File: src/rtl/bellek_hakemi.sv
// rtl/bellek_hakemi.sv - two-master arbiter/sequencer for the single anabellek port
// Optional build macro HAKEM_ROUND_ROBIN_EN selects round-robin tie-break instead of fixed veri priority.
module bellek_hakemi #(
  parameter int ADRES_BIT = 32,
  parameter int VERI_BIT = 32,
  parameter int BELLEK_GECIKME = 1,
  parameter logic [ADRES_BIT-1:0] SIFIR_ADRES = 32'h8000_0000
) (
  input  logic                 clk,
  input  logic                 rst,
  input  logic                 getir_istek,
  input  logic [ADRES_BIT-1:0] getir_adres,
  output logic [VERI_BIT-1:0]  getir_veri,
  output logic                 getir_hazir,
  input  logic                 veri_istek,
  input  logic [ADRES_BIT-1:0] veri_adres,
  input  logic                 veri_yaz,
  input  logic [VERI_BIT-1:0]  veri_yaz_veri,
  output logic [VERI_BIT-1:0]  veri_oku_veri,
  output logic                 veri_hazir,
  output logic [ADRES_BIT-1:0] bellek_adres,
  input  logic [VERI_BIT-1:0]  bellek_oku_veri,
  output logic [VERI_BIT-1:0]  bellek_yaz_veri,
  output logic                 bellek_yaz,
  output logic                 mesgul
);

  typedef enum logic [1:0] {
    BOSTA  = 2'd0,
    ERISIM = 2'd1,
    YANIT  = 2'd2
  } durum_t;

  localparam logic GETIR = 1'b0;
  localparam logic VERI  = 1'b1;
  localparam logic [3:0] SAYAC_YUK = 4'(BELLEK_GECIKME - 1);

  durum_t               durum, durum_n;
  logic [3:0]           sayac;
  logic                 ilk;
  logic                 kazanan, kazanan_n;
  logic [ADRES_BIT-1:0] adres_r;
  logic                 yaz_r;
  logic [VERI_BIT-1:0]  yveri_r;
`ifdef HAKEM_ROUND_ROBIN_EN
  logic                 son;
`endif

  always_comb begin
    durum_n   = durum;
    kazanan_n = GETIR;
`ifdef HAKEM_ROUND_ROBIN_EN
    // on a tie the port that did not win last time gets the grant
    if (getir_istek && veri_istek)
      kazanan_n = (son == VERI) ? GETIR : VERI;
    else
      kazanan_n = veri_istek ? VERI : GETIR;
`else
    kazanan_n = veri_istek ? VERI : GETIR;
`endif
    case (durum)
      BOSTA:   if (getir_istek || veri_istek) durum_n = ERISIM;
      ERISIM:  if (!ilk && sayac == '0) durum_n = YANIT;
      YANIT:   durum_n = BOSTA;
      default: durum_n = BOSTA;
    endcase

    getir_hazir     = (durum == YANIT) && (kazanan == GETIR);
    veri_hazir      = (durum == YANIT) && (kazanan == VERI);
    mesgul          = (durum != BOSTA);
    bellek_adres    = adres_r;
    bellek_yaz      = (durum == ERISIM) && ilk && yaz_r;
    bellek_yaz_veri = bellek_yaz ? yveri_r : '0;
  end

  always_ff @(posedge clk) begin
    if (rst) begin
      durum         <= BOSTA;
      sayac         <= '0;
      ilk           <= 1'b0;
      kazanan       <= VERI;
      adres_r       <= SIFIR_ADRES;
      yaz_r         <= 1'b0;
      yveri_r       <= '0;
      getir_veri    <= '0;
      veri_oku_veri <= '0;
`ifdef HAKEM_ROUND_ROBIN_EN
      son           <= VERI;
`endif
    end else begin
      durum <= durum_n;
      case (durum)
        BOSTA: begin
          if (getir_istek || veri_istek) begin
            kazanan <= kazanan_n;
            adres_r <= (kazanan_n == VERI) ? veri_adres : getir_adres;
            yaz_r   <= (kazanan_n == VERI) && veri_yaz;
            yveri_r <= ((kazanan_n == VERI) && veri_yaz) ? veri_yaz_veri : '0;
            sayac   <= SAYAC_YUK;
            ilk     <= 1'b1;
`ifdef HAKEM_ROUND_ROBIN_EN
            son     <= kazanan_n;
`endif
          end
        end
        ERISIM: begin
          // first cycle presents address/strobe; the latency count runs after it
          if (ilk) begin
            ilk <= 1'b0;
          end else if (sayac == '0) begin
            if (!yaz_r) begin
              if (kazanan == VERI) veri_oku_veri <= bellek_oku_veri;
              else                 getir_veri    <= bellek_oku_veri;
            end
          end else begin
            sayac <= sayac - 4'd1;
          end
        end
        default: ;
      endcase
    end
  end

endmodule

File: config.mk
export PLATFORM = sky130hd
export DESIGN_NAME = bellek_hakemi
export DESIGN_NICKNAME = d
export VERILOG_FILES = /design/src/rtl/bellek_hakemi.sv
export SDC_FILE = /design/constraint.sdc
export NUM_CORES = 1
export LEC_CHECK = 0
export ABC_AREA = 1
export CAP_MARGIN = 10
export CORE_AREA = 2 2 98 137
export CTS_CLUSTER_DIAMETER = 40
export DETAILED_ROUTE_END_ITERATION = 8
export DIE_AREA = 0 0 100 139
export HOLD_SLACK_MARGIN = 0.15
export PLACE_DENSITY = 0.95
export SYNTH_ARGS = -nofsm -noshare
export SYNTH_HDL_FRONTEND = slang
export SYNTH_SLANG_ARGS = --single-unit
File: constraint.sdc
create_clock -name clk -period 2.4 [get_ports clk]
set_clock_uncertainty 0.15 [all_clocks]
set_input_delay 0.36 -clock clk [delete_from_list [all_inputs] [get_ports clk]]
set_output_delay 0.36 -clock clk [all_outputs]
set_load 0.1 [all_outputs]
==> results.txt, run 1 <==
The run finished with clean final reports. The congestion estimate from routability-driven global placement came to 0.850. The endpoint arrival time on the critical path came out at 1.83 ns. Of the post-synthesis cell area, the dominant cell type holds 50.3%. The buffer and inverter count on the worst path is 3. The min-delay analysis places its worst path in the category in -> reg.

Summed over all layers, the global routing overflow is 0. The critical path is of the reg -> out type. In this run, synthesis produced a sequential element count of 137. Setup violations remaining at the end of the flow were counted as 0. The number of detailed-route iterations in the first pass came out at 6. Combinational logic burns 43.5% of the power. The detailed router placed 5,634 vias in this run.

The library cell used most frequently in the layout, excluding fill and tap cells, is nor2_1. The die height came out at 139 µm. The first global-routing pass estimated 29.1 mm of wire. Data on the critical path is required at its endpoint by 1.89 ns. The clock-pin slew on the worst setup and hold paths came out at 0.06 ns. Grouping stages by cell kind, the critical path spends the most delay in simple AND/OR/NAND/NOR gates.

The nature of the critical path startpoint is a flip-flop. The number of endpoints with negative hold slack in the final report was 0. The power density normalized to cell area came out at 1100 nW/µm².

265 I/O pins were placed. Measured against its own limit, the worst slew margin works out to 60.7%. The total global routing track utilization came out at 26.4%. The critical-path maximum fanout came out at 32.

At the later pin of the worst-skew pair, clock insertion delay measures 0.40 ns. The number of antenna violations at the first check in global routing is 1. The actual slew at the worst max-slew pin came out at 0.588 ns.

In this run the mean area of a mapped cell was 7.71 µm². For this run, design rule violations remaining after detail routing come to 0. The clock network power share came out at 27.7%. The vias per cell came out at 5.03. The starting utilization of the core area came out at 42.7%.

The clock period minus final worst setup slack is 2.34 ns. The area growth from synthesis to layout is 66.9%. The synthesized instance count came out at 707. Clock tree synthesis selected as its root buffer the cell clkbuf_16. In the final routed layout, each cell accounts on average for 16.1 µm. The design internal power came out at 0.00544 W. The summed negative setup slack over all endpoints came out at 0 ns.

The half-perimeter wire length after detailed placement came out at 12.8 mm. The critical path's slowest cell is dfxtp_1. VDD sags by at most 850 µV. Buffers added to address setup during post-CTS repair amount to 0. The post-route netlist has 23.3% of its cells at a drive strength greater than 1. The core outline area is 12,800 µm². The overall die width came out at 100 µm. The proportion of total power due to net switching came out at 45.8%. The cts-stage hold buffer count came out at 0.

The upper clock frequency limit came out at 427 MHz. Counting tap cells, the placed design contains a total of 1,086 instances. The minimum setup slack after placement came out at 0.310 ns. The detailed router finished its first iteration with 261 violations. The worst setup path is captured at an output pin. The sequential share of the synthesized area is 50.3%. The top cell types in the final layout, fill and taps aside, are nor2_1, dfxtp_1, clkdlybuf4s50_1. dfxtp_1 takes more of the synthesized area than any other cell.

The synthesized netlist occupies a cell area of 5450 µm². Across all setup checks in the final design, the least slack found is 0.0580 ns. The net switching component of the power is 0.00458 W.

In this run, distinct cell masters in the synthesized netlist total 25. Traced cell by cell, the critical path runs through inv_2 > nand3_2 > nor2_4 > inv_8 > nor2_2 > buf_12. The final number of max-transition violations is 0. The number of global-route vias before repair is 5,844.

The floorplan die area is 13,900 µm². The number of port buffers is 264. Yosys printed 0 warnings. The total routed wirelength is 18.0 mm. The stage delay of the slowest cell on the critical path came out at 0.36 ns. The number of buffers inserted during clock tree synthesis is 17. Sequential cells burn 28.8% of the power. The number of placement rows is 49. Yosys attributes the largest share of cell area to dfxtp_1, nor2_1, o21ai_1. The total number of clock tree sinks came out at 137. At the end of the flow, the number of nets in the layout was 1,087.

The deepest clock path buffer count is 2. The count of filler cells inserted in the layout came out at 888. Of the available clock period, the critical path in the final layout requires 97.6%.

Once detail routing completed, the nets flagged for antenna violations numbered 0. The number of levels in the clock H-tree came out at 4. The pin count of the biggest net entering global routing is 101. TritonCTS built the clock tree. The net count after synthesis is 842. The max-cap check violation count came out at 0. The post-route non-filler standard cell count is 1,119.

The leakage power came out at 3.63 nW.
==> cell families after synthesis <==
group	synth area share, %
simple gates	19.5
compound gates	15.4
flops	50.3
buf+inv	8.59
mux	5.69
fa+ha+maj	0.459
==> state kept, by name, indices dropped and copies added, names as in the netlist <==
register	count
getir_veri	32
durum	2
veri_oku_veri	32
ilk	1
sayac	4
yveri_r	32
bellek_adres	32
yaz_r	1
kazanan	1
==> synth_stat cells, drive strengths merged <==
| cell type | number |
|---|---|
| nor2 | 179 |
| mux2i | 31 |
| clkbuf | 14 |
| nand2 | 86 |
| nor4 | 1 |
| dfxtp | 137 |
| clkinv | 1 |
| nor3 | 2 |
| buf | 32 |
| inv | 51 |
| a31oi | 1 |
| o211ai | 2 |
| ha | 2 |
| nand3 | 4 |
| o21a | 1 |
| a21oi | 66 |
| or2 | 1 |
| o21ai | 96 |
==> worst reg2reg max path, delay by kind of cell (launching register included) <==
family                     cells  cell delay (ns)
adders and majority gates      1             0.16
DFF                            1             0.30
buffers and inverters          2             0.61
and+or+nand+nor                5             0.70
==> layer usage <==
| metal | global-route usage [%] | part of all wire, % | up-vias |
|---|---|---|---|
| met5 | 0 | 0 | - |
| met4 | 15.1 | 5.1 | 0 |
| met3 | 7.36 | 5.8 | 65 |
| met2 | 46.4 | 53 | 231 |
| met1 | 27.9 | 36 | 2570 |
| li1 | - | - | 2768 |
==> repair_timing <==
action	CTS	global route
endpoints found under the setup margin	32	27
pin swaps	0	0
gates resized for setup	1	2
==> final cells by class <==
cell class                 count  area [µm²]  area share (%)
multi-input combinational    472        2490            27.4
timing repair buffer         272        2830            31.1
tap                          153         191            2.10
clock inverter                14         194            2.13
antenna                        1        2.50          0.0275
clock buffer                  18         439            4.83
inverter                      52         203            2.23
sequential                   137        2740            30.2
==> final timing paths <==
kind               start                   to  slack, ns  cells after the start
max reg2reg     sayac[0]        getir_veri[4]       0.41                      8
min           veri_istek      bellek_adres[6]       0.27                      3
min reg2reg  yveri_r[13]          yveri_r[13]       0.31                      2
max             durum[1]  bellek_yaz_veri[10]       0.06                      6
==> per-stage QoR <==
step	hold slack (ns)	area [µm²]	util [%]	power, W
final	0.272	9100	71.3	0.0100
after global routing	0.268	9100	71.3	0.0104
after CTS	0.255	9090	71.3	0.0101
after detailed placement	0.303	8460	66.3	0.00726
after global placement	0.298	8460	66.3	0.00718
after floorplan	0.289	5720	-	0.00625
==> power by group through the flow <==
stage | Sequential [W] | Clock, W | Combinational, W
global route | 0.00292 | 0.00291 | 0.00457
CTS | 0.00288 | 0.00283 | 0.00436
finish | 0.00288 | 0.00278 | 0.00436
detailed placement | 0.00292 | 0 | 0.00434
floorplan | 0.00510 | 0 | 0.00115
global placement | 0.00290 | 0 | 0.00428
Power figures use the tool's default switching activity.
==> run 2: changes to the inputs <==
CORE_AREA = 2 2 97 136   (was 2 2 98 137)
CTS_BUF_LIST = sky130_fd_sc_hd__clkbuf_8   (was default)
DIE_AREA = 0 0 99 138   (was 0 0 100 139)
==> results.txt, run 2 (same netlist as run 1, synthesis figures left out) <==
The number of endpoints with negative hold slack in the final report was 0. The longest clock path from root to sink contains 2 buffers. The number of placement rows is 49. The met2 wirelength from detailed routing came out at 9.91 mm. Based on the critical path, the design can be clocked at up to 428 MHz. The cell at the root of the clock tree is clkbuf_8. The critical-path maximum fanout came out at 16. The number of top-level pins is 265.

After detailed routing, no signal wire sits above met4. The pin count of the biggest net entering global routing is 66. The total power draw is 0.00930 W.

The most common cell after layout, fill and taps aside is nor2_1. The starting DRC count in detailed routing is 271. The number of buffers inserted during clock tree synthesis came out at 17.

After clock tree synthesis, the clock-pin slew on the worst setup and hold paths is 0.08 ns. The clock insertion delay at the later pin of the skew report came out at 0.43 ns. The die height came out at 138 µm. The clock tree synthesis step divided the H-tree into 4 levels.

The vias per cell is 5.13. The routed metal-1 wire length is 6.59 mm. Setup violations remaining at the end of the flow were counted as 0.

The fraction of final layout cells sized beyond drive strength 1 is 23.5%. The smallest hold slack came out at 0.283 ns. The data required time at the worst endpoint is 1.89 ns. For this design the ratio of total power to cell area is 1030 nW/µm². The worst hold-check path type is in -> reg. The number of antenna violations at the first check in global routing was 1. After floorplanning, the core was sized to cover 12,600 µm². The relative slew slack came out at 58.4%. The clock period minus final worst setup slack came out at 2.34 ns. The number of port buffers came out at 264.

The instance count along the most critical hold path is 4. The total routed wirelength is 18.7 mm. The via count came out at 5,781. Global routing consumed, over all layers together, 25.9% of the routing resources. The maximum vdd drop came out at 727 µV.

The starting utilization of the core area is 43.4%. The worst setup path is captured at an output pin. From synthesis to final layout, the design area changed by 65.0%. The first global-routing pass estimated 28.3 mm of wire. The nature of the critical path startpoint is a flip-flop.

For the final routed database, the setup TNS stands at 0 ns. At the end of the flow, the number of nets in the layout was 1,094. The half-perimeter wire length after detailed placement came out at 13.2 mm. The number of global-route vias before repair came out at 5,769. TritonCTS built the clock tree. The overall overflow remaining after global route came out at 0. The run finished with clean final reports.

The final number of max-transition violations is 0. After detailed placement, the total cell area comes to 8450 µm². The minimum setup slack after placement came out at 0.294 ns. The max-cap check violation count is 0. The setup slack after layout is 0.0611 ns. The post-detailed-route wirelength per cell is 16.6 µm.

The pre-antenna-repair detailed-routing pass consisted of 5 iterations. The depth of the most critical reg-to-reg path came out at 8. The top cell types in the final layout, fill and taps aside, are nor2_1, dfxtp_1, clkdlybuf4s50_1. The share of the cycle needed by the critical path after routing came out at 97.5%. The finished cells cover 8990 µm². The DRC violation count after routing came out at 0. The placer congestion estimate came out at 0.834. Data on the critical path arrives at its endpoint at 1.83 ns. The detail route stage leaves a number of antenna-violating nets equal to 0. The worst setup path is of the reg -> out kind. The total length of routed met3 wires came out at 1.04 mm.

The total number of clock tree sinks came out at 137. The overall die width came out at 99 µm. The actual slew at the worst max-slew pin came out at 0.624 ns.

The leakage power is 3.60 nW. The floorplan die area came out at 13,700 µm².
## run 2: cell count changes in the layout (fill, tap and decap cells not counted), sizes merged
cell,before,now
buf,141,146
clkbuf,18,21
clkinv,5,3
clkinvlp,2,1
inv,55,57
## run 2: path summary, 6_finish.rpt
path / startpoint / to / slack, ns
worst max-delay path: durum[1] / bellek_yaz_veri[13] / 0.06
worst min-delay path: veri_istek / bellek_adres[31] / 0.28
worst max register to register: sayac[0] / veri_oku_veri[6] / 0.57
worst min register to register: yveri_r[14] / yveri_r[14] / 0.32
## run 2: area by class of cell
cell class / instances / area, µm²
diodes: 1 / 2.50
clock buffers: 21 / 289
clock inverters: 11 / 153
fillers: 855 / 3580
inverters: 52 / 208
multi-input cells: 472 / 2490
flip-flops and latches: 137 / 2740
well taps: 153 / 191
repair buffers: 277 / 2890
repair inverters: 2 / 20.0
## run 2: timing repair
item,CTS,global route
pin swaps,0,1
hold buffers,0,0
setup endpoints to repair,32,2
cloned,0,2
setup buffers,0,4
resized for setup,3,2
## run 2: per-layer routing
| layer | GRT usage [%] | up-vias |
|---|---|---|
| li1 | - | 2771 |
| met1 | 26.5 | 2662 |
| met2 | 45.1 | 261 |
| met3 | 7.28 | 87 |
| met4 | 17.4 | 0 |
| met5 | 0 | - |
## run 2: critical path: stages, from the launching register on
cell	delay, ns
dfxtp_1	0.43
inv_2	0.09
nand3_2	0.11
nor2_4	0.05
buf_12	0.14
buf_12	0.12
inv_8	0.21
nor2_4	0.07
buf_12	0.17
## run 2: report_power, final
| group | leakage [nW] | total, W | switching [W] | internal [W] |
|---|---|---|---|---|
| logic | 2.25 | 0.00435 | 0.00337 | 0.000983 |
| registers | 1.12 | 0.00289 | 0.000229 | 0.00266 |
| clock network | 0.237 | 0.00206 | 0.000834 | 0.00123 |
## run 2: metrics by stage
step	instances	utilization [%]
after global placement	1087	67.2
after floorplan	707	-
final	1126	71.5
after global routing	1126	71.5
after CTS	1119	70.8
after detailed placement	1087	67.2
==> run 3: changes to the inputs <==
CORE_AREA = 2 2 102 144   (was 2 2 97 136)
DIE_AREA = 0 0 104 146   (was 0 0 99 138)
PLACE_DENSITY = 0.89   (was 0.95)
SLEW_MARGIN = 20   (was default)
==> results.txt, run 3 (same netlist as run 1, synthesis figures left out) <==
The tightest min-delay check is of the reg -> reg type. The combinational cell fraction of total power is 47.2%. The count of filler cells inserted in the layout is 1,066. The number of global-route vias before repair came out at 5,396. The number of endpoints with negative hold slack in the final report is 0. The post-detailed-route count of antenna-violating nets came out at 0. The actual slew at the worst max-slew pin came out at 0.611 ns. The total area inside the core boundary comes to 13,800 µm². The number of buffers inserted during clock tree synthesis came out at 17. For this block, the initial DRC count from the detailed router was 206. The clock-pin slew on the worst setup and hold paths came out at 0.08 ns.

The cell area reported after detailed placement came out at 8460 µm². TritonCTS built the clock tree. The multi-input combinational cells in the finished layout cover a total of 2500 µm². The leakage power came out at 3.55 nW. The summed negative setup slack over all endpoints is 0 ns.

The maximum vdd drop came out at 703 µV. The design internal power is 0.00470 W. The signal on the critical path passes through nand3_4 > nor2_4 > buf_12 > inv_8 > nor2_4 > buf_12. The share of the cycle needed by the critical path after routing came out at 96.7%. The starting utilization of the core area came out at 39.5%. The tool flagged a number of max-cap violations equal to 0. The half-perimeter wire length after detailed placement is 12.8 mm. In this run the core area contains 51 standard-cell rows. The depth of the most critical reg-to-reg path is 8. The via count came out at 5,582.

During placement, the flow inserted port buffers numbering 264. Setup violations remaining at the end of the flow were counted as 0. Among all stages on the critical path, the largest delay is contributed by dfxtp_2. The final standard cell area without fillers came out at 8980 µm². For this run the aggregate overflow at the end of global routing stands at 0. By startpoint and endpoint, the worst setup path is classified as reg -> out. In the global route stage, overall resource usage came out at 22.3%. The final number of max-transition violations came out at 0. The routed design has 17.7 mm of wire.

The number of antenna repair diodes is 0. The proportion of total power due to net switching is 48.8%. The worst setup path is launched from a flip-flop. Headroom to the max-slew limit came out at 59.2%. In this run the worst path has a maximum fanout of 16.

The floorplan die area is 15,200 µm². The overall die width is 104 µm. The clock tree synthesis step divided the H-tree into 4 levels. Entering global routing, the biggest net connects 66 pins. The flow ran to the end, and the final reports show no timing, DRC or antenna violations. Of the cells placed in the final design, the portion with a size suffix greater than 1 is 23.7%. The most critical setup path has its startpoint at durum[0].

On the worst path, the slowest cell contributes a delay of 0.41 ns. The worst path needs 2.32 ns of the cycle, external delays included. After detailed routing, the number of remaining DRC violations is 0. The power share of the sequential group came out at 31.3%.

The smallest hold slack came out at 0.314 ns. The kind of cell with the highest combined delay along the critical path is simple AND/OR/NAND/NOR gates. The area growth from synthesis to layout came out at 64.7%.

The number of detailed-route iterations in the first pass came out at 4. The net switching component of the power is 0.00447 W. The endpoint arrival time on the critical path is 1.81 ns. The placer congestion estimate is 0.833.

The die is 146 µm tall. The post-detailed-route wirelength per cell is 15.3 µm. The root buffer cell chosen for the clock tree is clkbuf_8. The worst reg2reg path endpoint is getir_veri[10]. The first global-routing pass estimated 27.2 mm of wire. The power density normalized to cell area came out at 1020 nW/µm². Counting both buffers and inverters, the worst setup path holds a total of 3. The total area of sequential cells is 2750 µm².

The net count of the finished layout is 1,092. The number of top-level pins is 265. The total number of clock tree sinks is 137.

The clock network power share is 21.5%. The vias per cell is 4.83. The startpoint of the worst register-to-register path is sayac[0]. The number of antenna violations at the first check in global routing is 0.

The clock insertion delay at the later pin of the skew report came out at 0.42 ns. The upper clock frequency limit is 431 MHz. The end point of the critical path is bellek_yaz_veri[1]. The data required time at the worst endpoint came out at 1.89 ns.

The library cell used most frequently in the layout, excluding fill and tap cells, is nor2_1. The critical path runs through a total of 6 cells. The deepest clock path buffer count came out at 2. Leaving out fill and tap cells, the most frequent cells in the layout are nor2_1, dfxtp_1, clkdlybuf4s50_1. The endpoint kind of the worst setup timing path is an output pin. The setup slack on the worst flop-to-flop path came out at 0.42 ns.
==> run 3: cell types whose count changed in the layout (fill, tap and decap cells not counted), sizes merged <==
cell and change:
clkinv +4, buf -3, clkbuf -3, clkinvlp +2, inv -2, bufinv -1
diode -1, dlygate4sd3 +1
==> run 3: per-stage QoR <==
step / power [W] / setup WS, ns / cells / utilization [%]
after floorplan: 0.00625 / -0.601 / 707 / -
after global placement: 0.00716 / 0.338 / 1118 / 61.4
after CTS: 0.00920 / 0.0709 / 1151 / 64.5
after global routing: 0.00958 / -0.00945 / 1155 / 65.1
after detailed placement: 0.00723 / 0.308 / 1118 / 61.4
final: 0.00917 / 0.0791 / 1155 / 65.1
==> run 3: routing by layer <==
layer / GRT usage [%] / vias up / part of all wire [%]
met5: 0 / - / 0
met4: 11.1 / 0 / 4.4
met3: 5.28 / 55 / 4.9
met2: 40.8 / 202 / 53
met1: 23.7 / 2543 / 37
li1: - / 2782 / -
==> run 3: layout make-up <==
type                       instances  share of cell area [%]
sequential                       137                    30.6
clock buffer                      18                    2.76
timing repair inverter             2                   0.223
inverter                          52                    2.34
tap                              185                    2.58
multi-input combinational        472                    27.9
timing repair buffer             275                    31.7
clock inverter                    14                    1.91
==> run 3: how the worst min path moves through the flow <==
stage / from / endpoint / depth (start not counted)
2_1_floorplan: yveri_r[0] / yveri_r[0] / 2
3_3_place_gp: yveri_r[19] / yveri_r[19] / 2
3_5_place_dp: yveri_r[25] / yveri_r[25] / 2
4_1_cts: yveri_r[0] / yveri_r[0] / 2
5_1_grt: veri_yaz_veri[24] / yveri_r[24] / 3
6_report: yveri_r[23] / yveri_r[23] / 2
==> run 3: what timing repair did <==
| item | in CTS | in global routing |
|---|---|---|
| hold buffers | 1 | 0 |
| gates cloned | 0 | 2 |
| endpoints found under the hold margin | 1 | 0 |
| buffers inserted | 0 | 2 |
| resized for setup | 3 | 7 |
| endpoints found under the setup margin | 32 | 11 |
| pin swaps | 0 | 3 |
==> run 3: power groups by stage <==
stage | Combinational, W | Sequential (W) | Clock [W]
after floorplan | 0.00115 | 0.00510 | 0
after global placement | 0.00426 | 0.00290 | 0
after detailed placement | 0.00432 | 0.00291 | 0
after CTS | 0.00433 | 0.00286 | 0.00201
after global routing | 0.00453 | 0.00292 | 0.00213
final | 0.00433 | 0.00287 | 0.00198
==> run 3: tightest hold or removal path, stage by stage (launching register included) <==
cell     delay (ns)
dfxtp_1        0.31
nand2_1        0.06
a21oi_1        0.05
